--- config.mk ---
export PLATFORM = sky130hd
export DESIGN_NAME = c3po_reg_arbiter_flat
export DESIGN_NICKNAME = d
export VERILOG_FILES = /design/src/rtl/c3po_reg_arbiter_pkg.sv /design/src/rtl/c3po_reg_arbiter_if.sv /design/src/rtl/c3po_rr_pick.sv /design/src/rtl/c3po_reg_arbiter.sv /design/src/flat_wrapper.sv
export SDC_FILE = /design/constraint.sdc
export NUM_CORES = 1
export LEC_CHECK = 0
export BUFFER_PORTS_ARGS = -buffer_cell sky130_fd_sc_hd__clkbuf_2
export CAP_MARGIN = 20
export CORE_MARGIN = 8
export CORE_UTILIZATION = 30
export CTS_CLUSTER_DIAMETER = 50
export DETAILED_ROUTE_END_ITERATION = 10
export GPL_ROUTABILITY_DRIVEN = 1
export PLACE_DENSITY_LB_ADDON = 0.1
export RECOVER_POWER = 25
export SETUP_SLACK_MARGIN = 0.4
export SLEW_MARGIN = 20
export SYNTH_ARGS = -nofsm -noshare
export SYNTH_HDL_FRONTEND = slang
export SYNTH_SLANG_ARGS = --single-unit
--- constraint.sdc ---
create_clock -name clk -period 4.29 [get_ports clk]
set_input_delay 0.2145 -clock clk [delete_from_list [all_inputs] [get_ports clk]]
set_output_delay 0.2145 -clock clk [all_outputs]
set_load 0.1 [all_outputs]
--- src/rtl/c3po_reg_arbiter_pkg.sv ---
// c3po_pkg: shared types and constants for the C-3PO register-bus arbiter.
// Build option: define C3PO_ARB_STATS_EN to add timeout/grant statistics counters.
package c3po_pkg;

  // Arbiter transaction phases
  typedef enum logic [1:0] {
    IDLE,
    ISSUE,
    WAIT,
    RESP
  } arb_state_t;

  localparam int   C3PO_BUS_DATA_W = 32;
  localparam logic C3PO_RD         = 1'b1;
  localparam logic C3PO_WR         = 1'b0;
  localparam int   C3PO_STAT_W     = 16;

endpackage

--- src/rtl/c3po_reg_arbiter_if.sv ---
// c3po_reg_arbiter_if: register-bus bundle between the arbiter (master) and
// the c3po_regs bank (slave).
interface c3po_reg_arbiter_if #(
  parameter int ADDR_SIZE_P = 6
);
  import c3po_pkg::*;

  logic [ADDR_SIZE_P-1:0]     bus_addr;
  logic                       bus_rd_wr;
  logic                       bus_req;
  logic [C3PO_BUS_DATA_W-1:0] bus_write_val;
  logic [C3PO_BUS_DATA_W-1:0] bus_read_val;
  logic                       bus_ack;

  modport master (
    output bus_addr, bus_rd_wr, bus_req, bus_write_val,
    input  bus_read_val, bus_ack
  );

  modport slave (
    input  bus_addr, bus_rd_wr, bus_req, bus_write_val,
    output bus_read_val, bus_ack
  );

endinterface

--- src/rtl/c3po_rr_pick.sv ---
// c3po_rr_pick: combinational round-robin picker. Returns the first set
// request bit at or after the pointer, wrapping around the request vector.
module c3po_rr_pick #(
  parameter int NUM_REQ_P = 2,
  parameter int IDX_W     = $clog2(NUM_REQ_P)
) (
  input  logic [NUM_REQ_P-1:0] req_i,
  input  logic [IDX_W-1:0]     ptr_i,
  output logic [IDX_W-1:0]     winner_o,
  output logic                 valid_o
);

  // Scan from the pointer position and stop at the first active request
  always_comb begin
    winner_o = '0;
    valid_o  = 1'b0;
    for (int k = 0; k < NUM_REQ_P; k++) begin
      if (!valid_o && req_i[(int'(ptr_i) + k) % NUM_REQ_P]) begin
        valid_o  = 1'b1;
        winner_o = IDX_W'((int'(ptr_i) + k) % NUM_REQ_P);
      end
    end
  end

endmodule

--- src/rtl/c3po_reg_arbiter.sv ---
// c3po_reg_arbiter: shares the C-3PO register bus between NUM_REQ_P requesters
// with round-robin grant, one transaction in flight and a bus-ack timeout.
// Build option: C3PO_ARB_STATS_EN adds stat_timeouts / stat_grants outputs.
module c3po_reg_arbiter
  import c3po_pkg::*;
#(
  parameter int NUM_REQ_P   = 2,
  parameter int ADDR_SIZE_P = 6,
  parameter int TIMEOUT_P   = 8
) (
  input  logic                                             clk,
  input  logic                                             reset,
  input  logic [NUM_REQ_P-1:0]                             rq_req,
  input  logic [NUM_REQ_P-1:0][ADDR_SIZE_P-1:0]            rq_addr,
  input  logic [NUM_REQ_P-1:0]                             rq_rd_wr,
  input  logic [NUM_REQ_P-1:0][C3PO_BUS_DATA_W-1:0]        rq_write_val,
  output logic [NUM_REQ_P-1:0]                             rq_ack,
  output logic [C3PO_BUS_DATA_W-1:0]                       rq_read_val,
  output logic                                             rq_err,
  c3po_reg_arbiter_if.master                               bus,
  output logic                                             busy
`ifdef C3PO_ARB_STATS_EN
  ,
  output logic [C3PO_STAT_W-1:0]                           stat_timeouts,
  output logic [NUM_REQ_P-1:0][C3PO_STAT_W-1:0]            stat_grants
`endif
);

  localparam int IDX_W = $clog2(NUM_REQ_P);
  localparam int CNT_W = $clog2(TIMEOUT_P + 1);

  arb_state_t                 state_q;
  logic [IDX_W-1:0]           rrPtr_q;
  logic [IDX_W-1:0]           rrPtr_d;
  logic [IDX_W-1:0]           winner_q;
  logic [ADDR_SIZE_P-1:0]     addr_q;
  logic                       rdWr_q;
  logic [C3PO_BUS_DATA_W-1:0] wrData_q;
  logic [CNT_W-1:0]           timeoutCnt_q;
  logic                       busReq_q;
  logic [NUM_REQ_P-1:0]       rqAck_q;
  logic [C3PO_BUS_DATA_W-1:0] rqReadVal_q;
  logic                       rqErr_q;
  logic                       busy_q;

  logic [IDX_W-1:0]           pickIdx;
  logic                       pickValid;
  logic                       timeoutHit;

  c3po_rr_pick #(
    .NUM_REQ_P (NUM_REQ_P),
    .IDX_W     (IDX_W)
  ) u_pick (
    .req_i    (rq_req),
    .ptr_i    (rrPtr_q),
    .winner_o (pickIdx),
    .valid_o  (pickValid)
  );

  // The requester after the current winner gets first chance next time
  assign rrPtr_d = (winner_q == IDX_W'(NUM_REQ_P - 1)) ? '0 : winner_q + IDX_W'(1);

  assign timeoutHit = (state_q == WAIT) && !bus.bus_ack &&
                      (timeoutCnt_q == CNT_W'(TIMEOUT_P));

  // Transaction FSM; every output is a register updated alongside the state
  always_ff @(posedge clk or posedge reset) begin
    if (reset) begin
      state_q      <= IDLE;
      rrPtr_q      <= '0;
      winner_q     <= '0;
      addr_q       <= '0;
      rdWr_q       <= 1'b0;
      wrData_q     <= '0;
      timeoutCnt_q <= '0;
      busReq_q     <= 1'b0;
      rqAck_q      <= '0;
      rqReadVal_q  <= '0;
      rqErr_q      <= 1'b0;
      busy_q       <= 1'b0;
    end else begin
      busReq_q <= 1'b0;
      rqAck_q  <= '0;
      case (state_q)
        IDLE: begin
          if (pickValid) begin
            winner_q <= pickIdx;
            addr_q   <= rq_addr[pickIdx];
            rdWr_q   <= rq_rd_wr[pickIdx];
            wrData_q <= rq_write_val[pickIdx];
            busReq_q <= 1'b1;
            busy_q   <= 1'b1;
            state_q  <= ISSUE;
          end
        end
        ISSUE, WAIT: begin
          if (bus.bus_ack) begin
            state_q           <= RESP;
            rqAck_q[winner_q] <= 1'b1;
            rqErr_q           <= 1'b0;
            rqReadVal_q       <= (rdWr_q == C3PO_RD) ? bus.bus_read_val : '0;
          end else if (state_q == ISSUE) begin
            state_q      <= WAIT;
            timeoutCnt_q <= CNT_W'(1);
          end else if (timeoutHit) begin
            state_q           <= RESP;
            rqAck_q[winner_q] <= 1'b1;
            rqErr_q           <= 1'b1;
            rqReadVal_q       <= '0;
          end else begin
            timeoutCnt_q <= timeoutCnt_q + CNT_W'(1);
          end
        end
        RESP: begin
          state_q      <= IDLE;
          busy_q       <= 1'b0;
          rrPtr_q      <= rrPtr_d;
          rqReadVal_q  <= '0;
          rqErr_q      <= 1'b0;
          timeoutCnt_q <= '0;
        end
        default: state_q <= IDLE;
      endcase
    end
  end

  assign bus.bus_addr      = addr_q;
  assign bus.bus_rd_wr     = rdWr_q;
  assign bus.bus_req       = busReq_q;
  assign bus.bus_write_val = wrData_q;
  assign rq_ack            = rqAck_q;
  assign rq_read_val       = rqReadVal_q;
  assign rq_err            = rqErr_q;
  assign busy              = busy_q;

`ifdef C3PO_ARB_STATS_EN
  logic [C3PO_STAT_W-1:0]                statTimeouts_q;
  logic [NUM_REQ_P-1:0][C3PO_STAT_W-1:0] statGrants_q;

  // Saturating counters of timeout completions and per-requester grants
  always_ff @(posedge clk or posedge reset) begin
    if (reset) begin
      statTimeouts_q <= '0;
      statGrants_q   <= '0;
    end else begin
      if (timeoutHit && (statTimeouts_q != '1)) begin
        statTimeouts_q <= statTimeouts_q + C3PO_STAT_W'(1);
      end
      if ((state_q == IDLE) && pickValid && (statGrants_q[pickIdx] != '1)) begin
        statGrants_q[pickIdx] <= statGrants_q[pickIdx] + C3PO_STAT_W'(1);
      end
    end
  end

  assign stat_timeouts = statTimeouts_q;
  assign stat_grants   = statGrants_q;
`else
  // Statistics counters are not built in this configuration.
`endif

endmodule
--- src/flat_wrapper.sv ---
// flat-port wrapper written by rule: the top's interface ports become plain ports
module c3po_reg_arbiter_flat import c3po_pkg::*;
#(
  parameter int NUM_REQ_P   = 2,
  parameter int ADDR_SIZE_P = 6,
  parameter int TIMEOUT_P   = 8
)
  (clk, reset, rq_req, rq_addr, rq_rd_wr, rq_write_val, rq_ack, rq_read_val, rq_err, busy, bus_bus_addr, bus_bus_rd_wr, bus_bus_req, bus_bus_write_val, bus_bus_read_val, bus_bus_ack);
  c3po_reg_arbiter_if #(.ADDR_SIZE_P(ADDR_SIZE_P)) bus_i ();
  input  logic clk;
  input  logic reset;
  input  logic [NUM_REQ_P-1:0] rq_req;
  input  logic [NUM_REQ_P-1:0][ADDR_SIZE_P-1:0] rq_addr;
  input  logic [NUM_REQ_P-1:0] rq_rd_wr;
  input  logic [NUM_REQ_P-1:0][C3PO_BUS_DATA_W-1:0] rq_write_val;
  output logic [NUM_REQ_P-1:0] rq_ack;
  output logic [C3PO_BUS_DATA_W-1:0] rq_read_val;
  output logic rq_err;
  output logic busy;
  output wire logic [$bits(bus_i.bus_addr)-1:0] bus_bus_addr;
  output wire logic [$bits(bus_i.bus_rd_wr)-1:0] bus_bus_rd_wr;
  output wire logic [$bits(bus_i.bus_req)-1:0] bus_bus_req;
  output wire logic [$bits(bus_i.bus_write_val)-1:0] bus_bus_write_val;
  input wire logic [$bits(bus_i.bus_read_val)-1:0] bus_bus_read_val;
  input wire logic [$bits(bus_i.bus_ack)-1:0] bus_bus_ack;
  assign bus_bus_addr = bus_i.bus_addr;
  assign bus_bus_rd_wr = bus_i.bus_rd_wr;
  assign bus_bus_req = bus_i.bus_req;
  assign bus_bus_write_val = bus_i.bus_write_val;
  assign bus_i.bus_read_val = bus_bus_read_val;
  assign bus_i.bus_ack = bus_bus_ack;
  c3po_reg_arbiter #(.NUM_REQ_P(NUM_REQ_P), .ADDR_SIZE_P(ADDR_SIZE_P), .TIMEOUT_P(TIMEOUT_P)) u_core (.clk(clk), .reset(reset), .rq_req(rq_req), .rq_addr(rq_addr), .rq_rd_wr(rq_rd_wr), .rq_write_val(rq_write_val), .rq_ack(rq_ack), .rq_read_val(rq_read_val), .rq_err(rq_err), .bus(bus_i), .busy(busy));
endmodule
==> impl_metrics.csv, run 1 <==
group,metric,value,unit
critical_path,cp.required,4550,ps
sta,fin_setup_tns,0,ps
route,drt_iter0_drc,95,
clock_network,post_cts_buffers,0,
clock_network,cts_tree,"yes",
global_routing,grtUsageTotal,12.4,%
floorplanning,die_area,17200,um^2
floorplanning,io_pins,191,
global_routing,grt_pass1_vias,3297,
global_routing,antenna_found_initial,0,
route,vias,3196,
placed_design,placed_cells,727,
critical_path,cp_slowest_cell,"buf_4",
yosys,synth_seq_cells,84,
critical_path,path_buf_inv,2,
critical_path,crit_chain,"inv_1, ha_1, and4b_1, o211ai_4, buf_4, nand2_1, o21ai_2",
floorplanning,die_height,131,um
yosys,syn_area_per_cell,10.4,um^2
floorplanning,num_rows,42,
finish,fin_cells,743,
critical_path,slowest_delay,700,ps
placed_design,io_buffers,190,
yosys,synth-main-ff-cell,"dfrtp_1",
global_routing,grt_start_max_net_pins,79,
run_status,status,"finished, violations left",
yosys,yosysUniqueCellTypes,35,
clock_network,clock_latency,340,ps
finish,nets,683,
sta,hold_viol_final,0,
critical_path,critical_path_class,"reg -> reg",
clock_network,cts-resized-gates,0,
global_routing,grt_pass1_wl,16500,um
floorplanning,core,13100,um^2
run_status,violations,"capacitance limit, slew limit",
critical_path,end_kind,"flop",
hold_path,hp-class,"in -> reg",
sta,skew,5.67,ps
route,wl_per_cell,14.1,um
route,ant_nets,0,
clock_network,htree_levels,3,
sta,rsz0062_at_grt,"false",
clock_network,cts_buffers,9,
floorplanning,die_w,131,um
sta,slew_headroom,-55.2,%
clock_network,clkSinkCount,84,
clock_network,clkSlewWorstSetupHoldPaths,60,ps
job,drv_cap,1,
clock_network,cts_root_buf,"clkbuf_16",
yosys,synth_nets,502,
yosys,synthArstFlopShare,100,%
finish,drive_gt1_share,47.1,%
route,via_per_inst,4.30,
critical_path,critPathArrivalTime,2670,ps
placed_design,gp_congestion,0.745,
yosys,syn_inst,381,
sta,finalSetupViolations,0,
yosys,synth_area,3970,um^2
sta,finalCriticalPeriod,2410,ps
yosys,synth_edf_count,0,
yosys,ys_seq_area_share,53.0,%
route,routed_wl,10500,um
finish,antenna_cells,0,
critical_path,crit_family,"buffers and inverters",
finish,syn_to_final_growth,34.3,%
route,drc_errors,0,
critical_path,r2r_slack,1880,ps
critical_path,cp_max_fo,56,
clock_network,cts_hold_buf,0,
placed_design,dp_hpwl,8240,um
sta,slew_violations,53,
global_routing,grt-ovfl-total,0,
critical_path,startpoint_type,"flop",
yosys,synth_warnings,0,
sta,worstMarginPinSlew,2310,ps
sta,timing.fmax,415,MHz
sta,final.period_utilization,56.1,%
floorplanning,start_util,30.3,%
route,first_pass_iters,4,
clock_network,clk_path_buf_depth,2,
Yosys cell counts, drive strengths merged (2+ instances only):
master	number	area [um^2]
a21oi	2	10.0
buf	14	141
clkbuf	11	45.0
dfrtp	84	2100
ha	6	75.1
inv	10	37.5
mux2	2	22.5
mux2i	39	390
nand2	108	455
nor2	4	15.0
nor3	3	15.0
o21ai	81	526
o31ai	3	22.5
placed cells by master (no fill, tap or decap), types with 5 or more instances in the layout:
cell,instances
nand2_1,88
mux2i_1,39
ha_1,6
clkbuf_16,9
buf_4,5
clkbuf_2,190
o21ai_2,32
dfrtp_1,84
nand2_2,20
o21ai_0,47
inv_1,9
cell type report:
class	instances	area (um^2)
clock buffer	11	243
fill	1321	7760
clock inverter	5	75.1
multi-input combinational	262	1660
timing repair buffer	195	988
inverter	10	38.8
tap	176	220
sequential	84	2100
metrics by stage:
stage / setup WS, ps / cell area, um^2 / hold slack, ps / utilization [%]
floorplan: 1910 / 3970 / 352 / -
global placement: 1930 / 5020 / 425 / 38.4
detailed placement: 1860 / 5020 / 436 / 38.4
CTS: 1850 / 5340 / 61.4 / 40.8
global route: 1690 / 5330 / 82.4 / 40.7
finish: 1880 / 5330 / 92.4 / 40.7
tightest hold or removal path: stages:
cell	delay, ps
clkbuf_2	80
nand2_1	60
o21ai_2	40
kinds of logic (layout without fill, tap and decap cells):
| group | after synthesis | after routing | synth area share (%) |
|---|---|---|---|
| mux | 41 | 41 | 10.4 |
| simple gates | 123 | 123 | 13.7 |
| buf+inv | 35 | 221 | 5.64 |
| compound gates | 92 | 92 | 15.4 |
| fa+ha+maj | 6 | 6 | 1.89 |
| flops | 84 | 84 | 53.0 |
state kept, by name, summed over array words and instances (netlist names):
register	flops
u_core.bus.bus_rd_wr	1
u_core.rq_read_val	32
u_core.state_q	2
u_core.bus.bus_write_val	32
u_core.rrPtr_q	1
u_core.busy	1
u_core.timeoutCnt_q	4
u_core.bus.bus_req	1
u_core.rq_err	1
u_core.winner_q	1
u_core.bus.bus_addr	6
u_core.rq_ack	2
layer usage:
metal	vias up	track usage, %	wire [um]
met5	-	0	0
met4	0	4.66	121
met3	10	5.44	1140
met2	125	18.3	4630
met1	1412	15.6	4630
li1	1649	-	-
final timing paths:
path / startpoint / end / depth (start not counted)
setup / recovery: u_core.state_q[0] / u_core.rq_read_val[27] / 7
hold / removal: bus_bus_read_val[19] / u_core.rq_read_val[19] / 3
setup reg to reg: u_core.state_q[0] / u_core.rq_read_val[27] / 7
hold reg to reg: u_core.winner_q / u_core.rq_ack[0] / 1
max in group asynchronous: reset / u_core.rq_read_val[27] / 3
min in group asynchronous: reset / u_core.bus.bus_write_val[20] / 2
Power of run 1 is left out: the tool's default activity adds up to more than one toggle a clock period on the data nets, which glitch-free logic cannot reach.
==> inputs of run 2 (changes only) <==
==> constraint.sdc (replaced) <==
create_clock -name clk -period 2.3 [get_ports clk]
set_input_delay 0.115 -clock clk [delete_from_list [all_inputs] [get_ports clk]]
set_output_delay 0.115 -clock clk [all_outputs]
set_load 0.1 [all_outputs]
==> run 2 against run 1 <==
  * Register-to-register slack lost 1400 ps
  * Non-clock buffer count grew 30
  * Wire length grew 7.5%
  * Maximum frequency grew 34%
  * Largest cell class unchanged
  * Global-route usage grew 0.88 points
  * The run now ends clean
  * Critical path depth shrank 1
  * Final cell count grew 3.9%
  * Clock skew grew 2.5 ps
==> impl_metrics.csv, run 2 (synthesis gave the netlist of run 1 again) <==
group,metric,value,unit
global_routing,grt_pass1_vias,3538,
hold_path,hp-class,"in -> reg",
finish,final_cell_mix,"clkbuf_2, nand2_1, dfrtp_1",
sta,finalSetupViolations,0,
global_routing,grt_start_max_net_pins,85,
global_routing,antenna_found_initial,1,
floorplanning,die_height,131,um
clock_network,cts_tree,"yes",
route,ant_nets,0,
route,via_per_inst,4.33,
finish,nets,713,
route,routed_wl,11300,um
placed_design,dp_hpwl,8400,um
sta,finalCriticalPeriod,1800,ps
finish,syn_to_final_growth,43.6,%
finish,antenna_cells,0,
critical_path,critPathArrivalTime,2010,ps
floorplanning,start_util,30.3,%
finish,fill_cells,1301,
sta,rsz0062_at_grt,"true",
clock_network,htree_levels,3,
critical_path,cp.required,2510,ps
clock_network,clk_path_buf_depth,2,
finish,drive_gt1_share,45.1,%
critical_path,critical_path_class,"reg -> reg",
route,vias,3339,
finish,multiInputGateArea,1670,um^2
clock_network,clkSinkCount,84,
sta,worstMarginPinSlew,1190,ps
clock_network,post_cts_buffers,0,
critical_path,r2r_slack,500,ps
sta,slew_headroom,20.9,%
placed_design,io_buffers,190,
floorplanning,die_w,131,um
sta,hold_viol_final,0,
route,wl_per_cell,14.6,um
route,drt_iter0_drc,126,
finish,seqCellArea,2100,um^2
critical_path,cp_max_fo,33,
clock_network,cts_buffers,9,
critical_path,rr_worst_depth,6,
sta,skew,8.20,ps
sta,final.period_utilization,78.2,%
critical_path,r2r-start,"u_core.state_q[0]",
finish,fin_util,43.6,%
route,drc_errors,0,
sta,timing.fmax,556,MHz
run_status,status,"complete, no violations",
global_routing,grt_pass1_wl,17600,um
placed_design,gp_congestion,0.763,
floorplanning,die_area,17200,um^2
global_routing,grt-ovfl-total,0,
floorplanning,num_rows,42,
sta,slew_violations,0,
critical_path,startpoint_type,"flop",
global_routing,grtUsageTotal,13.3,%
sta,fin_setup_tns,0,ps
clock_network,cts_root_buf,"clkbuf_16",
critical_path,timing.rr.end,"u_core.rq_err",
route,first_pass_iters,4,
critical_path,cp-endpoint,"u_core.rq_err",
finish,final_common_cell,"clkbuf_2",
job,drv_cap,0,
floorplanning,core,13100,um^2
floorplanning,io_pins,191,
clock_network,clock_latency,340,ps
clock_network,clkSlewWorstSetupHoldPaths,60,ps
critical_path,end_kind,"flop",
critical_path,critPathLaunch,"u_core.state_q[0]",
## run 2: cell type report
| type | instances | share of cell area, % |
|---|---|---|
| sequential | 84 | 36.9 |
| multi-input combinational | 262 | 29.4 |
| timing repair buffer | 225 | 23.0 |
| clock buffer | 10 | 4.02 |
| tap | 176 | 3.86 |
| clock inverter | 5 | 2.20 |
| inverter | 10 | 0.724 |
## run 2: per-stage QoR
step / std cells / instance area, um^2 / worst slack [ps] / hold WS, ps
2_1_floorplan: 381 / 3970 / 562 / 253
3_3_place_gp: 729 / 5060 / 497 / 275
3_5_place_dp: 729 / 5060 / 461 / 282
4_1_cts: 771 / 5690 / 458 / 0.164
5_1_grt: 772 / 5700 / 393 / 3.36
6_report: 772 / 5700 / 501 / 13.2
## run 2: how the worst min path moves through the flow
| stage | from | end | slack, ps | cells past startpoint |
|---|---|---|---|---|
| after floorplan | bus_bus_read_val[0] | u_core.rq_read_val[0] | 250 | 2 |
| after global placement | reset | u_core.rq_read_val[6] | 280 | 3 |
| after detailed placement | reset | u_core.bus.bus_addr[5] | 280 | 3 |
| after CTS | bus_bus_read_val[15] | u_core.rq_read_val[15] | 0.2 | 3 |
| after global routing | bus_bus_read_val[9] | u_core.rq_read_val[9] | 3 | 3 |
| final | bus_bus_read_val[15] | u_core.rq_read_val[15] | 10 | 3 |
## run 2: routing by layer
layer | vias to the layer above | global-route usage [%] | routed length (um)
met2 | 131 | 20.5 | 5150
met4 | 2 | 5.67 | 178
met1 | 1483 | 16.3 | 4920
li1 | 1708 | - | -
met5 | - | 0 | 13
met3 | 15 | 4.79 | 1050
## run 2: timing repair
action                                  4_1_cts  5_1_grt
hold buffers                                 27        0
hold endpoints to repair                    110        0
resized for setup                             0        4
endpoints found under the setup margin        0       35
## run 2: critical path: stages, from the launching register on
cell and delay, ps:
dfrtp_1 400, inv_1 100, ha_1 220, and4b_1 250, o211ai_4 260, buf_8 340
o31ai_1 100
Power of run 2 is left out for the same reason.
==> inputs of run 3 (changes only) <==
==> constraint.sdc (replaced) <==
create_clock -name clk -period 1.83 [get_ports clk]
set_input_delay 0.0915 -clock clk [delete_from_list [all_inputs] [get_ports clk]]
set_output_delay 0.0915 -clock clk [all_outputs]
set_load 0.1 [all_outputs]
==> run 3 against run 2 <==
  * Via count is 6.0% higher
  * Wire length is 12% higher
  * Count of clock-buffer cells in the layout is 4 higher
  * Sequential share of layout area is 4.3 points lower
  * Largest cell class unchanged
  * Core utilization is 5.8 points higher
  * Highest routed layer is now met4
==> impl_metrics.csv, run 3 (synthesis gave the netlist of run 1 again) <==
group,metric,value,unit
sta,skew,9.37,ps
placed_design,dp_hpwl,8800,um
critical_path,startpoint_type,"flop",
critical_path,critical_path_class,"reg -> reg",
clock_network,clkSinkCount,84,
placed_design,gp_congestion,0.778,
critical_path,cp_slowest_cell,"dfrtp_1",
critical_path,cp.required,2100,ps
route,wl_per_cell,15.6,um
global_routing,grt-ovfl-total,0,
critical_path,critPathArrivalTime,1870,ps
critical_path,cp_max_fo,6,
sta,hold_viol_final,0,
finish,antenna_cells,0,
global_routing,antenna_found_initial,0,
hold_path,hold_depth,3,
global_routing,grt_pass1_wl,18400,um
floorplanning,start_util,30.3,%
global_routing,grt_start_max_net_pins,41,
finish,final_cell_mix,"clkbuf_2, dfrtp_1, nand2_1",
clock_network,htree_levels,3,
global_routing,grtUsageTotal,13.9,%
finish,nets,754,
route,routed_wl,12700,um
sta,rsz0062_at_grt,"true",
finish,fill_cells,1247,
sta,slew_headroom,43.3,%
global_routing,grt_pass1_vias,3642,
floorplanning,die_area,17200,um^2
clock_network,clkSlewWorstSetupHoldPaths,60,ps
sta,fin_setup_tns,0,ps
route,via_per_inst,4.35,
critical_path,crit_cells,8,
sta,worstMarginPinSlew,846,ps
job,drv_cap,0,
sta,finalSetupViolations,0,
placed_design,io_buffers,190,
floorplanning,die_height,131,um
run_status,status,"complete, no violations",
critical_path,end_kind,"flop",
sta,slew_violations,0,
sta,finalCriticalPeriod,1600,ps
critical_path,slowest_delay,340,ps
finish,final_common_cell,"clkbuf_2",
clock_network,cts_root_buf,"clkbuf_16",
finish,syn_to_final_growth,62.9,%
sta,timing.fmax,624,MHz
clock_network,cts_buffers,9,
critical_path,crit_family,"buffers and inverters",
floorplanning,num_rows,42,
floorplanning,core,13100,um^2
route,ant_nets,0,
finish,drive_gt1_share,52.3,%
route,vias,3538,
route,drc_errors,0,
clock_network,clk_path_buf_depth,2,
clock_network,clock_latency,340,ps
floorplanning,die_w,131,um
clock_network,cts_tree,"yes",
hold_path,hp-class,"in -> reg",
critical_path,rr_worst_depth,8,
route,first_pass_iters,4,
critical_path,path_buf_inv,3,
floorplanning,io_pins,191,
route,drt_iter0_drc,87,
critical_path,crit_chain,"inv_1, ha_1, and4b_2, o211ai_4, buf_6, clkbuf_16, nand2_2, o21ai_2",
sta,final.period_utilization,87.6,%
==> run 3: worst paths after layout <==
path / from / slack (ps) / to
worst max-delay path: u_core.timeoutCnt_q[0] / 230 / u_core.rq_read_val[8]
worst max register to register: u_core.timeoutCnt_q[0] / 230 / u_core.rq_read_val[8]
min in group asynchronous: reset / 420 / u_core.bus.bus_write_val[10]
worst min-delay path: rq_write_val[35] / 40 / u_core.bus.bus_write_val[3]
worst min register to register: u_core.winner_q / 440 / u_core.rq_ack[0]
max in group asynchronous: reset / 400 / u_core.rq_read_val[7]
==> run 3: layout make-up <==
| class | instances | area (um^2) | share of cell area (%) |
|---|---|---|---|
| Sequential cell | 84 | 2100 | 32.6 |
| Timing Repair Buffer | 266 | 1920 | 29.7 |
| Multi-Input combinational cell | 262 | 1860 | 28.8 |
| Clock buffer | 14 | 284 | 4.40 |
| Tap cell | 176 | 220 | 3.41 |
| Inverter | 10 | 43.8 | 0.678 |
| Clock inverter | 1 | 30.0 | 0.465 |
==> run 3: what timing repair did <==
item,4_1_cts,5_1_grt
endpoints found under the hold margin,49,0
resized for setup,21,35
pin swaps,12,37
hold buffers,33,0
endpoints found under the setup margin,65,74
cloned,3,8
buffers inserted,10,10
==> run 3: per-stage QoR <==
| stage | hold slack (ps) | instance area, um^2 | cells | utilization [%] | worst slack [ps] |
|---|---|---|---|---|---|
| after CTS | 29.2 | 6080 | 795 | 46.5 | 194 |
| after global placement | 142 | 5230 | 734 | 39.9 | 166 |
| after detailed placement | 133 | 5230 | 734 | 39.9 | 120 |
| final | 40.5 | 6460 | 813 | 49.4 | 226 |
| after floorplan | 229 | 4030 | 381 | - | 245 |
| after global routing | 47.6 | 6460 | 813 | 49.4 | 157 |
==> run 3: worst min-delay path, cell delays in order <==
cell and delay, ps:
clkbuf_2 70, mux2i_1 50, o21ai_0 130
==> run 3: layer usage <==
| metal | vias to the layer above | track usage, % | part of all wire (%) |
|---|---|---|---|
| met5 | - | 0 | 0 |
| met4 | 0 | 5.94 | 2.0 |
| met3 | 17 | 4.95 | 8.7 |
| met2 | 144 | 21.3 | 46 |
| met1 | 1591 | 17.3 | 43 |
| li1 | 1786 | - | - |
Power of run 3 is left out for the same reason.
